`src/rtl/ram_port_arbiter_pkg.sv`:
```
// Shared constants for the two-requester RAM port arbiter.
package ram_port_arbiter_pkg;
    localparam int ADDR_WIDTH_DEF = 3;
    localparam int DATA_WIDTH_DEF = 8;
    localparam int REQ_0 = 0;
    localparam int REQ_1 = 1;
endpackage

```
`src/rtl/ram_port_arbiter_if.sv`:
```
// Requester-side bus of the RAM port arbiter: two request ports, shared read return.
interface ram_port_arbiter_if
    import ram_port_arbiter_pkg::*;
#(
    parameter int ADDR_WIDTH = ADDR_WIDTH_DEF,
    parameter int DATA_WIDTH = DATA_WIDTH_DEF
);
    logic [1:0]            req;
    logic [1:0]            we;
    logic [ADDR_WIDTH-1:0] addr0;
    logic [ADDR_WIDTH-1:0] addr1;
    logic [DATA_WIDTH-1:0] din0;
    logic [DATA_WIDTH-1:0] din1;
    logic [1:0]            gnt;
    logic [1:0]            rvalid;
    logic [DATA_WIDTH-1:0] rdata;

    modport master (output req, we, addr0, addr1, din0, din1,
                    input  gnt, rvalid, rdata);
    modport slave  (input  req, we, addr0, addr1, din0, din1,
                    output gnt, rvalid, rdata);
endinterface

```
`src/rtl/ram_port_arbiter_ram.sv`:
```
// Single-port synchronous RAM; read data appears the cycle after an enabled read.
module single_port_ram #(
    parameter int ADDR_WIDTH = 3,
    parameter int DATA_WIDTH = 8
) (
    input  logic                  en,
    input  logic                  we,
    input  logic                  clk,
    input  logic [DATA_WIDTH-1:0] din,
    input  logic [ADDR_WIDTH-1:0] addr,
    output logic [DATA_WIDTH-1:0] dout
);
    logic [DATA_WIDTH-1:0] mem [2**ADDR_WIDTH];

    always_ff @(posedge clk) begin
        if (en) begin
            if (we) mem[addr] <= din;
            else    dout      <= mem[addr];
        end
    end
endmodule

```
`src/rtl/ram_port_arbiter.sv`:
```
// Two-requester arbiter in front of one single-port RAM, one access per cycle.
// Define RAM_ARB_ROUND_ROBIN_EN for alternating priority; default is fixed priority to requester 0.
module ram_port_arbiter
    import ram_port_arbiter_pkg::*;
#(
    parameter int ADDR_WIDTH = ADDR_WIDTH_DEF,
    parameter int DATA_WIDTH = DATA_WIDTH_DEF
) (
    input logic              clk,
    input logic              rst,
    ram_port_arbiter_if.slave bus
);
    logic [1:0]            gnt;
    logic                  sel;
    logic                  ram_en;
    logic                  ram_we;
    logic [ADDR_WIDTH-1:0] ram_addr;
    logic [DATA_WIDTH-1:0] ram_din;
    logic [DATA_WIDTH-1:0] ram_dout;
    logic [1:0]            rvalid;
    logic                  favour1;

`ifdef RAM_ARB_ROUND_ROBIN_EN
    logic ptr, ptr_nxt;

    always_ff @(posedge clk or posedge rst) begin
        if (rst) ptr <= 1'b0;
        else     ptr <= ptr_nxt;
    end

    // Whoever was just granted loses priority to the other requester.
    always_comb begin
        ptr_nxt = ptr;
        if (gnt[REQ_0])      ptr_nxt = 1'b1;
        else if (gnt[REQ_1]) ptr_nxt = 1'b0;
    end

    assign favour1 = ptr;
`else
    assign favour1 = 1'b0;
`endif

    always_comb begin
        gnt = 2'b00;
        if (!rst) begin
            case (bus.req)
                2'b01:   gnt = 2'b01;
                2'b10:   gnt = 2'b10;
                2'b11:   gnt = favour1 ? 2'b10 : 2'b01;
                default: gnt = 2'b00;
            endcase
        end
    end

    assign sel      = gnt[REQ_1];
    assign ram_en   = |gnt;
    assign ram_we   = ram_en & (sel ? bus.we[REQ_1] : bus.we[REQ_0]);
    assign ram_addr = sel ? bus.addr1 : bus.addr0;
    assign ram_din  = sel ? bus.din1  : bus.din0;

    single_port_ram #(
        .ADDR_WIDTH (ADDR_WIDTH),
        .DATA_WIDTH (DATA_WIDTH)
    ) u_ram (
        .en   (ram_en),
        .we   (ram_we),
        .clk  (clk),
        .din  (ram_din),
        .addr (ram_addr),
        .dout (ram_dout)
    );

    always_ff @(posedge clk or posedge rst) begin
        if (rst) rvalid <= 2'b00;
        else     rvalid <= gnt & ~bus.we;
    end

    assign bus.gnt    = gnt;
    assign bus.rvalid = rvalid;
    assign bus.rdata  = ram_dout;
endmodule

```
`src/flat_wrapper.sv`:
```
// flat-port wrapper written by rule: the top's interface ports become plain ports
module ram_port_arbiter_flat import ram_port_arbiter_pkg::*;
#(
    parameter int ADDR_WIDTH = ADDR_WIDTH_DEF,
    parameter int DATA_WIDTH = DATA_WIDTH_DEF
)
  (clk, rst, bus_req, bus_we, bus_addr0, bus_addr1, bus_din0, bus_din1, bus_gnt, bus_rvalid, bus_rdata);
  ram_port_arbiter_if #(.ADDR_WIDTH(ADDR_WIDTH), .DATA_WIDTH(DATA_WIDTH)) bus_i ();
  input logic clk;
  input logic rst;
  input wire logic [$bits(bus_i.req)-1:0] bus_req;
  input wire logic [$bits(bus_i.we)-1:0] bus_we;
  input wire logic [$bits(bus_i.addr0)-1:0] bus_addr0;
  input wire logic [$bits(bus_i.addr1)-1:0] bus_addr1;
  input wire logic [$bits(bus_i.din0)-1:0] bus_din0;
  input wire logic [$bits(bus_i.din1)-1:0] bus_din1;
  output wire logic [$bits(bus_i.gnt)-1:0] bus_gnt;
  output wire logic [$bits(bus_i.rvalid)-1:0] bus_rvalid;
  output wire logic [$bits(bus_i.rdata)-1:0] bus_rdata;
  assign bus_i.req = bus_req;
  assign bus_i.we = bus_we;
  assign bus_i.addr0 = bus_addr0;
  assign bus_i.addr1 = bus_addr1;
  assign bus_i.din0 = bus_din0;
  assign bus_i.din1 = bus_din1;
  assign bus_gnt = bus_i.gnt;
  assign bus_rvalid = bus_i.rvalid;
  assign bus_rdata = bus_i.rdata;
  ram_port_arbiter #(.ADDR_WIDTH(ADDR_WIDTH), .DATA_WIDTH(DATA_WIDTH)) u_core (.clk(clk), .rst(rst), .bus(bus_i));
endmodule
```
`config.mk`:
```
export PLATFORM = sky130hd
export DESIGN_NAME = ram_port_arbiter_flat
export DESIGN_NICKNAME = d
export VERILOG_FILES = /design/src/rtl/ram_port_arbiter_pkg.sv /design/src/rtl/ram_port_arbiter_if.sv /design/src/rtl/ram_port_arbiter_ram.sv /design/src/rtl/ram_port_arbiter.sv /design/src/flat_wrapper.sv
export SDC_FILE = /design/constraint.sdc
export NUM_CORES = 1
export LEC_CHECK = 0
export CORE_UTILIZATION = 45
export CTS_CLUSTER_DIAMETER = 120
export DETAILED_ROUTE_END_ITERATION = 16
export PLACE_DENSITY = 0.66
export REMOVE_ABC_BUFFERS = 1
export SETUP_SLACK_MARGIN = 0.1
export SKIP_CTS_REPAIR_TIMING = 1
export SLEW_MARGIN = 20
export SYNTH_ARGS = -nofsm -noshare
export SYNTH_HDL_FRONTEND = slang
export SYNTH_SLANG_ARGS = --single-unit
```
`constraint.sdc`:
```
create_clock -name clk -period 1.64 [get_ports clk]
set_input_delay 0.246 -clock clk [delete_from_list [all_inputs] [get_ports clk]]
set_output_delay 0.246 -clock clk [all_outputs]
set_load 0.1 [all_outputs]
```
### Word level (Yosys, flattened, before mapping)

Memory sizes are Yosys's and may differ from the RTL's. A register that Yosys moved wholly into a read port is not among the register bits.
Cells that the tools add are included.

* bits in registers: 2
* memory bits (writable): 64
* logic and storage cells: 20
* memories kept: 1

Memories
* u_core.u_ram.mem: depth 8, bits a word 8, rd ports 1, clocked after Yosys merged registers in 1, write ports 1, line ram_port_arbiter_ram.sv:13 `logic [DATA_WIDTH-1:0] mem [2**ADDR_WIDTH];`

* equal/unequal tests: 3
* multiplexer cells: 8
* bitwise operators: 4
* reductions and logical operators: 3

Operator list (count)
* $mux 8: 1
* $eq 2x2->1 const B: 2
* $mux 1: 4
* $pmux 2 s2: 1
* $reduce_or 2->1: 2
* $mux 3: 1
* $and 2x2->2: 1
* $eq 2x1->1 const B: 1
* $mux 2: 1
* $not 2->2: 1
* $reduce_and 2->1: 1
* $and 1x1->1: 1
* $not 1->1: 1

### Depth between registers and ports, before layout

* depth after elaboration: 9
* depth in mapped cells: 6
* mapped depth without buffers: 4

### Hierarchy

Synthesis repeated with hierarchy kept, for this count alone.

* cell total of the unflattened synthesis: 148
* area total of the unflattened synthesis: 3037.9 sq um

By module, submodules not included
* single_port_ram: times used 1, cells each 124, area each 2786.4 sq um, seq. area each 2162.1 sq um
* ram_port_arbiter: times used 1, cells each 24, area each 251.5 sq um, seq. area each 50.0 sq um

### Worst setup path before layout

OpenSTA, ideal clock, no wires.

* kind: input -> register
* from: input bus_req[0]
* to: memory u_core.u_ram.mem[0][0] (data pin)
* data arrival time: 2.227 ns
* required time: 1.365 ns
* slack: -0.862 ns
* cell stages on the path: 3
* cells stage by stage: nor3b_2 -> clkbuf_1 -> mux2_2

* longest elaborated chain between the ends: 5

Ends and longest elaborated chain
* from (decl): line flat_wrapper.sv:11 `input wire logic [$bits(bus_i.req)-1:0] bus_req;`
* $eq 2x1->1 / $eq 2x2->1 (equally long branches): line ram_port_arbiter.sv:46 `case (bus.req)`
* $reduce_or 2->1 (no source line)
* $pmux 2 s2 (*): line ram_port_arbiter.sv:46
* $mux 2 (*): line ram_port_arbiter.sv:45 `if (!rst) begin`
* via bus_gnt[1]: line flat_wrapper.sv:17 `output wire logic [$bits(bus_i.gnt)-1:0] bus_gnt;`
* $mux 8 (*): line ram_port_arbiter.sv:59 `assign ram_din = sel ? bus.din1 : bus.din0;`
* via u_core.ram_din[0]: line ram_port_arbiter.sv:18 `logic [DATA_WIDTH-1:0] ram_din;`
* to (decl): line ram_port_arbiter_ram.sv:13

Mark *: on every way through the listed nets, which the timed path passes. The rest lies on a longest branch.

### Worst setup path in the final report

* from: input rst
* to: register u_core.u_ram.dout[3] (read register of u_core.u_ram.mem) (data pin)

* longest elaborated chain between the ends: 5

Ends and longest elaborated chain
* from (decl): line flat_wrapper.sv:10 `input logic rst;`
* $mux 2 (*): line ram_port_arbiter.sv:45
* $reduce_or 2->1 / $mux 1 (equally long branches): line ram_port_arbiter.sv:56, ram_port_arbiter.sv:57
* $and 1x1->1: line ram_port_arbiter.sv:57 `assign ram_we = ram_en & (sel ? bus.we[REQ_1] : bus.we[REQ_0]);`
* $not 1->1 (no source line)
* $reduce_and 2->1 (no source line)
* to (decl): line ram_port_arbiter_ram.sv:11 `output logic [DATA_WIDTH-1:0] dout`

Every way passes the cells marked *; elsewhere a longest branch is shown, timed or not.

==> out/results.txt <==
Share of layout cells above drive strength 1 = 53.4%
H-tree level count = 3
Failing checks = setup timing
Drt wl/cell = 21.9 µm
Setup violators final = 72
Max Transition Viols Final = 0
Core Rows = 29
Crit. Startpoint = rst
Post-route ant nets = 0
Placer congestion estimate = 0.774
CP max FO = 8
Max rail drop VDD = 0.655 mV
Yosys cell types = 21
Placed Area = 0.00384 mm²
Ys Warns = 0
Filler Cell Count = 402
Crit path capture = u_core.u_ram.dout[3]$_DFFE_PP_
CTS max path bufs = 2
Synth area leaders = edfxtp_1 70%, mux2_2 12%, mux4_2 5.9%, mux2_1 2.9%, dfrtp_1 1.6%
Initial antenna violation count = 0
Synth top area share = 70.3%
Unrepaired setup endpoints after global routing = yes
Final WL = 7.17 mm
Grt ovf = 0
Worst Path Arrival = 2.02 ns
N_diodes = 0
CTS tree = yes
Reg2reg setup slack = 0.21 ns
Tot Pwr = 4.24 mW
DRC viols = 0
Syn_area_per_cell = 19.7 µm²
Final #Nets = 274
CP Data Required Time = 1.72 ns
Synth Instances = 156
Vias per cell = 5.49
Sink Count = 74
Clk_skew = 0.00981 ns
Largest net degree at the start of global routing = 35
Initial Util = 47.6%
Vias in the first global route = 1786
DIE AREA = 0.00717 mm²
Final Cell Area = 0.00452 mm²
First-pass GRT wire length = 9.48 mm
Min-Delay Path Class = in2reg
Area grow syn2layout = 46.8%
Number of cells on the worst reg-to-reg path = 2
Clk Latency, worst-skew pair = 0.35 ns
Final WS setup = -0.298 ns
Fin crit share = 118%
Crit. End Element = flop
CTS Buf Count = 9
# Max-Cap Violations = 0
Reg clk slew, reported paths = 0.08 ns
Detailed placement HPWL = 4.25 mm
Worst slew pin tran = 0.504 ns
Fin crit period = 1.94 ns
Die width = 84.7 µm
Routed vias = 1802
Area of the core = 0.00646 mm²
Leading area contributor after synthesis = edfxtp_1
TritonRoute pass-1 iters = 6
Reg2reg start = u_core.u_ram.mem[3][4]$_DFFE_PP_
Count of buffers from port buffering = 39
I/O Pins = 40
Setup CP Type = in2reg
Hold_sp = bus_req[0]
Initial DRC count = 118
Slew HR = 65.5%
Die height = 84.7 µm
Sequential area share after synthesis = 71.9%
Status = finished, violations left
F_max = 516 MHz
Critical Path Start Type = input pin
Cell Pwr Density = 939 mW/mm²
Mapped cell area = 0.00308 mm²
Clk Tree Root Cell = clkbuf_8
Worst R2R End = u_core.u_ram.dout[4]$_DFFE_PP_
Static leakage = 1.65 nW
Final hold violations = 0
Gr usage total = 18.8%
#FFs+latches synth = 74
## logic make-up (layout without fill, tap and decap cells)
kind of cell / count (synthesis) / count (layout) / share of synthesized area, %
multiplexers: 53 / 57 / 22.4
flip-flops: 74 / 74 / 71.9
AND/OR/NAND/NOR: 19 / 19 / 3.42
AO/OA/AOI/OAI: 2 / 2 / 0.325
buffers and inverters: 8 / 99 / 1.99
## report_power, final
group | switching [mW] | total, mW | leakage, nW | internal (mW)
sequential | 0.0138 | 2.14 | 0.678 | 2.13
combinational | 0.287 | 0.590 | 0.865 | 0.303
clock | 0.659 | 1.51 | 0.104 | 0.846
## area by class of cell
type,count,area (µm²),area share (%)
Tap cell,77,96.3,2.13
Timing Repair Buffer,81,951,21.1
Multi-Input combinational cell,78,1040,23.0
Clock inverter,6,81.3,1.80
Clock buffer,10,128,2.83
Inverter,2,7.51,0.166
Sequential cell,74,2210,49.0
## synth_stat cells
cell type and number:
buf_2 1, mux4_2 8, inv_1 2, and2_1 1
nand2_1 3, nor2_1 3, nor3b_1 1, nand3b_1 1
mux2i_1 2, nand2b_1 1, dfrtp_1 2, buf_6 4
edfxtp_1 72, a21oi_1 2, nor2b_1 2, clkbuf_1 1
nor3_1 6, mux2_1 8, mux2_4 1, mux2_2 34
nor3b_2 1
## stage by stage
step           worst slack [ns]  utilization, %  hold WS, ns  std cells  setup TNS [ns]
2_1_floorplan             -2.55               -      -0.0128        150         -248.39
6_report                 -0.298            69.9        0.350        328          -11.82
5_1_grt                  -0.324            69.9        0.346        328          -13.96
4_1_cts                  -0.688            62.7        0.227        310          -43.93
3_5_place_dp              -1.05            59.5        0.605        294          -93.45
3_3_place_gp             -0.965            59.5        0.593        294          -84.68
## worst max-delay path: stages
cell     delay [ns]
buf_6          0.10
nor3b_4        0.36
buf_6          0.16
mux2_4         0.37
mux2_4         0.31
mux4_2         0.47
## metal layers
| metal | part of all wire (%) | track usage [%] | vias up |
|---|---|---|---|
| li1 | - | - | 809 |
| met5 | 0 | 0 | - |
| met4 | 3.6 | 11.9 | 0 |
| met2 | 55 | 32.9 | 56 |
| met1 | 39 | 21.1 | 918 |
| met3 | 2.7 | 3.74 | 19 |
## worst min path at each step
stage                                                end  slack, ns  cells after the start
after floorplan           u_core.bus.rvalid[0]$_DFF_PP0_      -0.01                      1
after global placement    u_core.bus.rvalid[0]$_DFF_PP0_       0.59                      3
after detailed placement  u_core.bus.rvalid[0]$_DFF_PP0_       0.61                      3
after CTS                 u_core.bus.rvalid[0]$_DFF_PP0_       0.23                      3
after global routing      u_core.bus.rvalid[1]$_DFF_PP0_       0.35                      4
final                     u_core.bus.rvalid[1]$_DFF_PP0_       0.35                      4
## cells in the final DEF (no fill, tap or decap), types with 2 or more instances in the layout
cell type	n
mux2_1	5
nor2_4	2
bufinv_16	2
buf_4	18
clkinv_2	2
clkbuf_8	9
nor2b_1	2
mux4_2	8
dfrtp_1	2
buf_12	13
dlymetal6s2s_1	2
mux2_4	10
edfxtp_1	72
inv_1	2
buf_6	20
clkdlybuf4s50_1	22
nor3_4	6
buf_8	3
mux2_2	31
## state kept, by name, indices dropped and copies added (netlist names)
signal / flops
u_core.u_ram.mem: 64
u_core.u_ram.dout: 8
u_core.bus.rvalid: 2
No activity file was read; power rests on OpenSTA's default activity.
